$ cat src/rtl/uart_rx_pkg.sv
// uart_rx_pkg: shared types and defaults for the parametrised UART receiver.
//   rx_state_t          receiver FSM state encoding
//   DEF_*               default parameter values for uart_rx_param
//   MAX_DATA_BITS       widest supported data field
//   parity_bad()        1 when data plus parity bit disagree with the selected parity
package uart_rx_pkg;

  typedef enum logic [2:0] {
    IDLE,
    START,
    DATA,
    PARITY,
    STOP,
    STOP2,
    DONE
  } rx_state_t;

  localparam int DEF_DATA_BITS  = 8;
  localparam int DEF_OVERSAMPLE = 16;
  localparam int DEF_DIV_W      = 12;
  localparam int MAX_DATA_BITS  = 9;

  // Even parity: data plus parity bit hold an even number of ones (XOR = 0).
  // Odd parity: the XOR is 1. Unused upper data bits must be zero.
  function automatic logic parity_bad(input logic [MAX_DATA_BITS-1:0] data,
                                      input logic par_bit,
                                      input logic odd);
    return ((^data) ^ par_bit) != odd;
  endfunction

endpackage

$ cat src/rtl/uart_rx_param_if.sv
// uart_rx_param_if: valid/ready output bus of the UART receiver.
//   data_out    received word
//   valid_out   word and status flags are valid
//   ready_in    consumer accepts the word when valid_out & ready_in
//   parity_err  parity mismatch for the held word
//   frame_err   a stop bit was sampled low for the held word
//   overrun     at least one frame was lost while the word was held
// master = receiver side, slave = consumer side.
interface uart_rx_param_if
  import uart_rx_pkg::*;
#(
  parameter int DATA_BITS = DEF_DATA_BITS
);
  logic [DATA_BITS-1:0] data_out;
  logic                 valid_out;
  logic                 ready_in;
  logic                 parity_err;
  logic                 frame_err;
  logic                 overrun;

  modport master (
    output data_out, valid_out, parity_err, frame_err, overrun,
    input  ready_in
  );

  modport slave (
    input  data_out, valid_out, parity_err, frame_err, overrun,
    output ready_in
  );
endinterface

$ cat src/rtl/uart_rx_tick_gen.sv
// uart_rx_tick_gen: baud tick generator, shareable with the transmit path.
//   clk, reset  system clock, asynchronous active-high reset
//   en          counter runs while 1, held at 0 while 0
//   divisor     one tick every divisor+1 clocks (0 = tick every clock)
//   tick        1-cycle pulse on counter wrap
module uart_rx_tick_gen #(
  parameter int DIV_W = 12
) (
  input  logic             clk,
  input  logic             reset,
  input  logic             en,
  input  logic [DIV_W-1:0] divisor,
  output logic             tick
);

  logic [DIV_W-1:0] cnt_q, cnt_d;

  // >= rather than == so a divisor lowered mid-count wraps at once
  always_comb begin
    cnt_d = cnt_q;
    tick  = 1'b0;
    if (!en) begin
      cnt_d = '0;
    end else if (cnt_q >= divisor) begin
      cnt_d = '0;
      tick  = 1'b1;
    end else begin
      cnt_d = cnt_q + DIV_W'(1);
    end
  end

  always_ff @(posedge clk or posedge reset) begin
    if (reset) cnt_q <= '0;
    else       cnt_q <= cnt_d;
  end

endmodule

$ cat src/rtl/uart_rx_param.sv
// uart_rx_param: parametrised UART receiver with valid/ready output register.
//   clk, reset     system clock, asynchronous active-high reset
//   rx             serial input (asynchronous, idles high)
//   rx_en          receiver enable; dropping it mid-frame aborts the frame
//   parity_en      parity bit follows the data bits
//   parity_odd     1 = odd parity, 0 = even
//   stop2          two stop bits expected
//   baud_divisor   one oversample tick every baud_divisor+1 clocks
//   bus            uart_rx_param_if master: data_out/valid_out/ready_in + flags
// Build option UART_RX_MAJORITY_EN: each bit is the 2-of-3 majority of the
// samples at tc = OVERSAMPLE/2-1, OVERSAMPLE/2, OVERSAMPLE/2+1 (decided at
// OVERSAMPLE/2+1). Without it, a single sample at OVERSAMPLE/2.
//
// state  | meaning
// IDLE   | line idle, waiting for a falling edge on rx_s
// START  | checking the start bit mid-bit (high = false start)
// DATA   | shifting in DATA_BITS bits, LSB first
// PARITY | checking the parity bit against the data
// STOP   | first stop bit, low sets frame error
// STOP2  | second stop bit, same check
// DONE   | one cycle, frame handed to the output register
module uart_rx_param
  import uart_rx_pkg::*;
#(
  parameter int DATA_BITS  = DEF_DATA_BITS,
  parameter int OVERSAMPLE = DEF_OVERSAMPLE,
  parameter int DIV_W      = DEF_DIV_W
) (
  input  logic             clk,
  input  logic             reset,
  input  logic             rx,
  input  logic             rx_en,
  input  logic             parity_en,
  input  logic             parity_odd,
  input  logic             stop2,
  input  logic [DIV_W-1:0] baud_divisor,
  uart_rx_param_if.master  bus
);

  localparam int TC_W = $clog2(OVERSAMPLE);
  localparam int BC_W = $clog2(DATA_BITS);
  localparam logic [TC_W-1:0] TC_LAST  = TC_W'(OVERSAMPLE - 1);
  localparam logic [BC_W-1:0] BIT_LAST = BC_W'(DATA_BITS - 1);
`ifdef UART_RX_MAJORITY_EN
  localparam logic [TC_W-1:0] TC_PRE  = TC_W'(OVERSAMPLE/2 - 1);
  localparam logic [TC_W-1:0] TC_MID  = TC_W'(OVERSAMPLE/2);
  localparam logic [TC_W-1:0] TC_POST = TC_W'(OVERSAMPLE/2 + 1);
`else
  localparam logic [TC_W-1:0] TC_MID  = TC_W'(OVERSAMPLE/2);
`endif

  // Synchroniser and edge register; preset high so reset is not a start edge.
  logic rx_meta_q, rx_s_q, rx_prev_q;

  logic tick;

  rx_state_t            state_q, state_d;
  logic [TC_W-1:0]      tc_q, tc_d;
  logic [BC_W-1:0]      bit_q, bit_d;
  logic [DATA_BITS-1:0] shift_q, shift_d;
  logic                 par_en_q, par_en_d;
  logic                 par_odd_q, par_odd_d;
  logic                 stop2_q, stop2_d;
  logic                 perr_q, perr_d;
  logic                 ferr_q, ferr_d;
`ifdef UART_RX_MAJORITY_EN
  logic                 s0_q, s0_d;
  logic                 s1_q, s1_d;
`endif

  logic [DATA_BITS-1:0] data_q, data_d;
  logic                 valid_q, valid_d;
  logic                 perr_out_q, perr_out_d;
  logic                 ferr_out_q, ferr_out_d;
  logic                 ovr_q, ovr_d;

  logic bit_evt;
  logic bit_val;
  logic hs;

  uart_rx_tick_gen #(.DIV_W(DIV_W)) u_tick_gen (
    .clk     (clk),
    .reset   (reset),
    .en      (rx_en),
    .divisor (baud_divisor),
    .tick    (tick)
  );

  assign hs = valid_q & bus.ready_in;

  always_comb begin
    state_d    = state_q;
    tc_d       = tc_q;
    bit_d      = bit_q;
    shift_d    = shift_q;
    par_en_d   = par_en_q;
    par_odd_d  = par_odd_q;
    stop2_d    = stop2_q;
    perr_d     = perr_q;
    ferr_d     = ferr_q;
    data_d     = data_q;
    valid_d    = valid_q;
    perr_out_d = perr_out_q;
    ferr_out_d = ferr_out_q;
    ovr_d      = ovr_q;

`ifdef UART_RX_MAJORITY_EN
    s0_d = s0_q;
    s1_d = s1_q;
    if (tick && tc_q == TC_PRE) s0_d = rx_s_q;
    if (tick && tc_q == TC_MID) s1_d = rx_s_q;
    bit_evt = tick && (tc_q == TC_POST);
    bit_val = (s0_q & s1_q) | (s0_q & rx_s_q) | (s1_q & rx_s_q);
`else
    bit_evt = tick && (tc_q == TC_MID);
    bit_val = rx_s_q;
`endif

    // tc free-runs through every bit of the frame; each bit is decided at
    // the same tc value, so bits are spaced OVERSAMPLE ticks apart.
    if (state_q != IDLE && tick)
      tc_d = (tc_q == TC_LAST) ? '0 : tc_q + TC_W'(1);

    case (state_q)
      IDLE: begin
        tc_d  = '0;
        bit_d = '0;
        if (rx_en && rx_prev_q && !rx_s_q) begin
          state_d   = START;
          par_en_d  = parity_en;
          par_odd_d = parity_odd;
          stop2_d   = stop2;
          perr_d    = 1'b0;
          ferr_d    = 1'b0;
        end
      end
      START: begin
        if (bit_evt) state_d = bit_val ? IDLE : DATA;
      end
      DATA: begin
        if (bit_evt) begin
          shift_d = {bit_val, shift_q[DATA_BITS-1:1]};
          if (bit_q == BIT_LAST) state_d = par_en_q ? PARITY : STOP;
          else                   bit_d   = bit_q + BC_W'(1);
        end
      end
      PARITY: begin
        if (bit_evt) begin
          perr_d  = parity_bad(MAX_DATA_BITS'(shift_q), bit_val, par_odd_q);
          state_d = STOP;
        end
      end
      STOP: begin
        if (bit_evt) begin
          if (!bit_val) ferr_d = 1'b1;
          state_d = stop2_q ? STOP2 : DONE;
        end
      end
      STOP2: begin
        if (bit_evt) begin
          if (!bit_val) ferr_d = 1'b1;
          state_d = DONE;
        end
      end
      DONE:    state_d = IDLE;
      default: state_d = IDLE;
    endcase

    if (!rx_en) state_d = IDLE;

    // A handshake in the DONE cycle frees the register for the new frame.
    if (state_q == DONE) begin
      if (!valid_q || hs) begin
        data_d     = shift_q;
        valid_d    = 1'b1;
        perr_out_d = perr_q;
        ferr_out_d = ferr_q;
        ovr_d      = 1'b0;
      end else begin
        ovr_d = 1'b1;
      end
    end else if (hs) begin
      data_d     = '0;
      valid_d    = 1'b0;
      perr_out_d = 1'b0;
      ferr_out_d = 1'b0;
      ovr_d      = 1'b0;
    end
  end

  always_ff @(posedge clk or posedge reset) begin
    if (reset) begin
      rx_meta_q  <= 1'b1;
      rx_s_q     <= 1'b1;
      rx_prev_q  <= 1'b1;
      state_q    <= IDLE;
      tc_q       <= '0;
      bit_q      <= '0;
      shift_q    <= '0;
      par_en_q   <= 1'b0;
      par_odd_q  <= 1'b0;
      stop2_q    <= 1'b0;
      perr_q     <= 1'b0;
      ferr_q     <= 1'b0;
`ifdef UART_RX_MAJORITY_EN
      s0_q       <= 1'b1;
      s1_q       <= 1'b1;
`endif
      data_q     <= '0;
      valid_q    <= 1'b0;
      perr_out_q <= 1'b0;
      ferr_out_q <= 1'b0;
      ovr_q      <= 1'b0;
    end else begin
      rx_meta_q  <= rx;
      rx_s_q     <= rx_meta_q;
      rx_prev_q  <= rx_s_q;
      state_q    <= state_d;
      tc_q       <= tc_d;
      bit_q      <= bit_d;
      shift_q    <= shift_d;
      par_en_q   <= par_en_d;
      par_odd_q  <= par_odd_d;
      stop2_q    <= stop2_d;
      perr_q     <= perr_d;
      ferr_q     <= ferr_d;
`ifdef UART_RX_MAJORITY_EN
      s0_q       <= s0_d;
      s1_q       <= s1_d;
`endif
      data_q     <= data_d;
      valid_q    <= valid_d;
      perr_out_q <= perr_out_d;
      ferr_out_q <= ferr_out_d;
      ovr_q      <= ovr_d;
    end
  end

  assign bus.data_out   = data_q;
  assign bus.valid_out  = valid_q;
  assign bus.parity_err = perr_out_q;
  assign bus.frame_err  = ferr_out_q;
  assign bus.overrun    = ovr_q;

endmodule

$ cat src/flat_wrapper.sv
// flat-port wrapper written by rule: the top's interface ports become plain ports
module uart_rx_param_flat import uart_rx_pkg::*;
#(
  parameter int DATA_BITS  = DEF_DATA_BITS,
  parameter int OVERSAMPLE = DEF_OVERSAMPLE,
  parameter int DIV_W      = DEF_DIV_W
)
  (clk, reset, rx, rx_en, parity_en, parity_odd, stop2, baud_divisor, bus_data_out, bus_valid_out, bus_parity_err, bus_frame_err, bus_overrun, bus_ready_in);
  uart_rx_param_if #(.DATA_BITS(DATA_BITS)) bus_i ();
  input  logic clk;
  input  logic reset;
  input  logic rx;
  input  logic rx_en;
  input  logic parity_en;
  input  logic parity_odd;
  input  logic stop2;
  input  logic [DIV_W-1:0] baud_divisor;
  output wire logic [$bits(bus_i.data_out)-1:0] bus_data_out;
  output wire logic [$bits(bus_i.valid_out)-1:0] bus_valid_out;
  output wire logic [$bits(bus_i.parity_err)-1:0] bus_parity_err;
  output wire logic [$bits(bus_i.frame_err)-1:0] bus_frame_err;
  output wire logic [$bits(bus_i.overrun)-1:0] bus_overrun;
  input wire logic [$bits(bus_i.ready_in)-1:0] bus_ready_in;
  assign bus_data_out = bus_i.data_out;
  assign bus_valid_out = bus_i.valid_out;
  assign bus_parity_err = bus_i.parity_err;
  assign bus_frame_err = bus_i.frame_err;
  assign bus_overrun = bus_i.overrun;
  assign bus_i.ready_in = bus_ready_in;
  uart_rx_param #(.DATA_BITS(DATA_BITS), .OVERSAMPLE(OVERSAMPLE), .DIV_W(DIV_W)) u_core (.clk(clk), .reset(reset), .rx(rx), .rx_en(rx_en), .parity_en(parity_en), .parity_odd(parity_odd), .stop2(stop2), .baud_divisor(baud_divisor), .bus(bus_i));
endmodule
$ cat config.mk
export PLATFORM = sky130hd
export DESIGN_NAME = uart_rx_param_flat
export DESIGN_NICKNAME = d
export VERILOG_FILES = /design/src/rtl/uart_rx_pkg.sv /design/src/rtl/uart_rx_param_if.sv /design/src/rtl/uart_rx_tick_gen.sv /design/src/rtl/uart_rx_param.sv /design/src/flat_wrapper.sv
export SDC_FILE = /design/constraint.sdc
export NUM_CORES = 1
export LEC_CHECK = 0
export ABC_AREA = 1
export ABC_CLOCK_PERIOD_IN_PS = 2450
export CAP_MARGIN = 20
export CORE_UTILIZATION = 56
export DETAILED_ROUTE_END_ITERATION = 12
export PLACE_DENSITY = 0.81
export SYNTH_ARGS = -nofsm -noshare
export SYNTH_HDL_FRONTEND = slang
export SYNTH_SLANG_ARGS = --single-unit
$ cat constraint.sdc
create_clock -name clk -period 2.45 [get_ports clk]
set_clock_uncertainty 0.2 [all_clocks]
set_input_delay 0.49 -clock clk [delete_from_list [all_inputs] [get_ports clk]]
set_output_delay 0.49 -clock clk [all_outputs]
set_load 0.05 [all_outputs]
==> impl_metrics.env <==
export IMPL_clk_latency_ps=300
export IMPL_wl_per_cell_um=11.44
export IMPL_powerDensity_nw_per_um2=537.5
export IMPL_slew_violations=0
export IMPL_first_pass_iters=4
export IMPL_grt_max_degree=51
export IMPL_place_inst=433
export IMPL_syn_inst=337
export IMPL_cts_tree="built"
export IMPL_syn_nets=374
export IMPL_drt_first_iter_violations=161
export IMPL_maxCapViolCount=0
export IMPL_wl_met1_mm=2.384
export IMPL_grt_pass1_wl_mm=8.742
export IMPL_status="completed"
export IMPL_cts_setup_buffers=0
export IMPL_htreeDepth=2
export IMPL_syn_cell_area_um2=2755
export IMPL_ir_worst_vdd_mv=0.4216
export IMPL_worst_hold_path_type="flip-flop to flip-flop"
export IMPL_drtAntennaViolNets=0
export IMPL_dieArea_um2=5204
export IMPL_fin_crit_ps=2312
export IMPL_cts_buffer_depth=2
export IMPL_path_class="primary input to flip-flop"
export IMPL_crit_slowest_cell="clkdlybuf4s50_1"
export IMPL_cts_sinks=50
export IMPL_remaining_drc_errors=0
export IMPL_required_ps=2430
export IMPL_utilization_pct=70.52
export IMPL_place_gp_congestion=0.8655
export IMPL_ys_flop_type="dfrtp_1"
export IMPL_power_uw=1790
export IMPL_synth_top_area_cell="dfrtp_1"
export IMPL_final_layout_size_suffix_gt1_share_pct=10.67
export IMPL_end_kind="flip-flop"
export IMPL_synth_edf_count=0
export IMPL_grt_ovfl_total=0
export IMPL_cp_top_family="simple AND/OR/NAND/NOR gates"
export IMPL_dr_max_layer_used="met4"
export IMPL_fin_nets=411
export IMPL_diodes=0
export IMPL_critPathLaunchType="primary input"
export IMPL_syn2layout_area_growth_pct=20.89
export IMPL_finalHoldViolCount=0
export IMPL_yosys_top_cells_area="dfrtp_1, nand2_1, ha_1"
export IMPL_ys_async_sr_fraction_pct=100.0
export IMPL_synth_cell_type_count=32
export IMPL_drt_vias_per_instance=5.048
export IMPL_syn_area_per_cell_um2=8.175
export IMPL_relSlewSlack_pct=62.20
export IMPL_wl_met2_mm=2.484
export IMPL_yosys_register_bits=50
export IMPL_path_clk_slew_ps=80
export IMPL_cp_common_cell="nand2_2"
export IMPL_grt_pass1_vias=2115
export IMPL_io_pins=32
export IMPL_rows=25
export IMPL_port_buffers=31
export IMPL_max_freq_ghz=0.4325
export IMPL_design_core_area_um2=4723
export IMPL_yosys_warnings=0
export IMPL_cts_root_buffer="clkbuf_8"
export IMPL_grt_usage_pct=21.30
export IMPL_num_vias=2231
export IMPL_antenna_found_initial=0
export IMPL_dp_hpwl_mm=3.723
export IMPL_report_final_setup_viol=0
export IMPL_cpPeakStageDelay_ps=450
export IMPL_power_leakage_uw=0.001651
export IMPL_worst_path_max_fanout=8
export IMPL_wl_met3_um=132
export IMPL_die_h_um=72.14
export IMPL_tightest_slew_ps=565.6
export IMPL_synth_top_area_share_pct=42.69
export IMPL_die_x_um=72.14
export IMPL_ys_seq_area_share_pct=45.55
export IMPL_final_cell_count_no_fill=442
export IMPL_period_share_pct=94.38
export IMPL_timing_critical_path_buf_inv=2
export IMPL_path_cells="clkdlybuf4s50_1 > inv_1 > ha_4 > nand2_2 > nor2_4 > nand2_2 > nor2_1 > nand2_1 > nand2_2 > nand3_4 > nor2_4 > o21ai_0"
export IMPL_routed_wl_mm=5.057
export IMPL_cts_buffers=5
export IMPL_initial_core_util_pct=58.33
export IMPL_cp_arrival_ps=2300
[synthesized netlist by cell type (2+ instances only)]
cell and n:
a21oi_1 6, clkbuf_1 3, dfrtp_1 47, dfstp_2 3
ha_1 17, inv_1 53, inv_2 2, nand2_1 79
nand2_2 3, nand3_1 29, nand4_1 10, nor2_1 29
nor2_2 4, nor3_1 2, nor3b_1 3, o21ai_0 22
o21ai_2 2, xnor2_1 5, xor2_1 5
[cells in the final DEF, fill, tap and decap left out, drive strengths merged]
| cell type | n |
|---|---|
| dfstp | 3 |
| nand2 | 82 |
| clkbuf | 6 |
| o22ai | 1 |
| inv | 55 |
| a21boi | 1 |
| a21oi | 6 |
| nor2 | 36 |
| clkdlybuf4s50 | 31 |
| xnor2 | 5 |
| o211a | 1 |
| xor2 | 5 |
| o311ai | 1 |
| nor3b | 3 |
| o211ai | 1 |
| clkinvlp | 1 |
| nand4 | 10 |
| o21ai | 24 |
| a31oi | 1 |
| buf | 4 |
| nand3 | 31 |
| nor3 | 2 |
| ha | 17 |
| bufinv | 1 |
| dfrtp | 47 |
[metal layers]
layer	GRT usage, %	up-vias
li1	-	1153
met1	27.69	1043
met2	36.55	25
met3	3.750	10
met4	6.318	0
met5	0	-
[worst register-to-register path, cell delays in order, from the launching register on]
cell and delay (ps):
dfrtp_1 450, ha_4 300, nand2_2 60, nor2_4 110
nand2_2 60, nor2_1 90, nand2_1 70, nand2_2 100
nand3_4 170, nor2_4 260, o21ai_0 110
[metrics by stage]
stage	TNS (ps)	hold WS, ps	area (um2)	worst slack [ps]
2_1_floorplan	0	145.2	2755	415.8
3_3_place_gp	-2396	148.7	3157	-122.9
3_5_place_dp	-3502	150.0	3157	-172.9
4_1_cts	0	163.2	3267	149.2
5_1_grt	-2.492	164.7	3331	-2.492
6_report	0	162.3	3331	137.7
[kinds of logic after synthesis]
group / count (synthesis) / share of synthesized area (%)
AND/OR/NAND/NOR: 163 / 27.16
buffers and inverters: 61 / 8.764
flip-flops: 50 / 45.55
AO/OA/AOI/OAI: 36 / 7.630
adder cells (fa/ha/maj): 17 / 7.720
XOR/XNOR: 10 / 3.179
[power breakdown]
part | total (uW) | switching (uW) | internal (uW)
clock | 572 | 267 | 305
combinational | 314 | 195 | 118
sequential | 905 | 39.1 | 865
[final timing paths]
| check | end | slack [ps] | start | depth (start not counted) |
|---|---|---|---|---|
| hold reg to reg | u_core.bit_val | 160 | u_core.rx_meta_q | 0 |
| max in group asynchronous | u_core.bit_val | 1410 | reset | 3 |
| hold / removal | u_core.bit_val | 160 | u_core.rx_meta_q | 0 |
| setup reg to reg | u_core.shift_q[7] | 350 | u_core.u_tick_gen.cnt_q[9] | 10 |
| setup / recovery | u_core.shift_q[7] | 140 | baud_divisor[9] | 12 |
| min in group asynchronous | u_core.tc_q[0] | 360 | reset | 3 |
[state kept, by name, summed over array words and instances (netlist names)]
signal / cells
u_core.bit_q: 3
u_core.bit_val: 1
u_core.bus.data_out: 8
u_core.bus.frame_err: 1
u_core.bus.overrun: 1
u_core.bus.parity_err: 1
u_core.bus.valid_out: 1
u_core.ferr_q: 1
u_core.par_en_q: 1
u_core.par_odd_q: 1
u_core.perr_q: 1
u_core.rx_meta_q: 1
u_core.rx_prev_q: 1
u_core.shift_q: 8
u_core.state_q: 3
u_core.stop2_q: 1
u_core.tc_q: 4
u_core.u_tick_gen.cnt_q: 12
[cell type report]
type                            instances  area, um2
Fill cell                             381       1393
Multi-Input combinational cell        227       1323
Sequential cell                        50       1255
Timing Repair Buffer                   35      352.8
Inverter                               55      206.4
Tap cell                               67      83.83
Clock buffer                            6      72.57
Clock inverter                          2      37.54
[repair_timing]
item / 4_1_cts / 5_1_grt
gates resized for setup: 0 / 12
endpoints found under the setup margin: 0 / 21
hold buffers: 0 / 0
(Power assumes the default switching activity.)
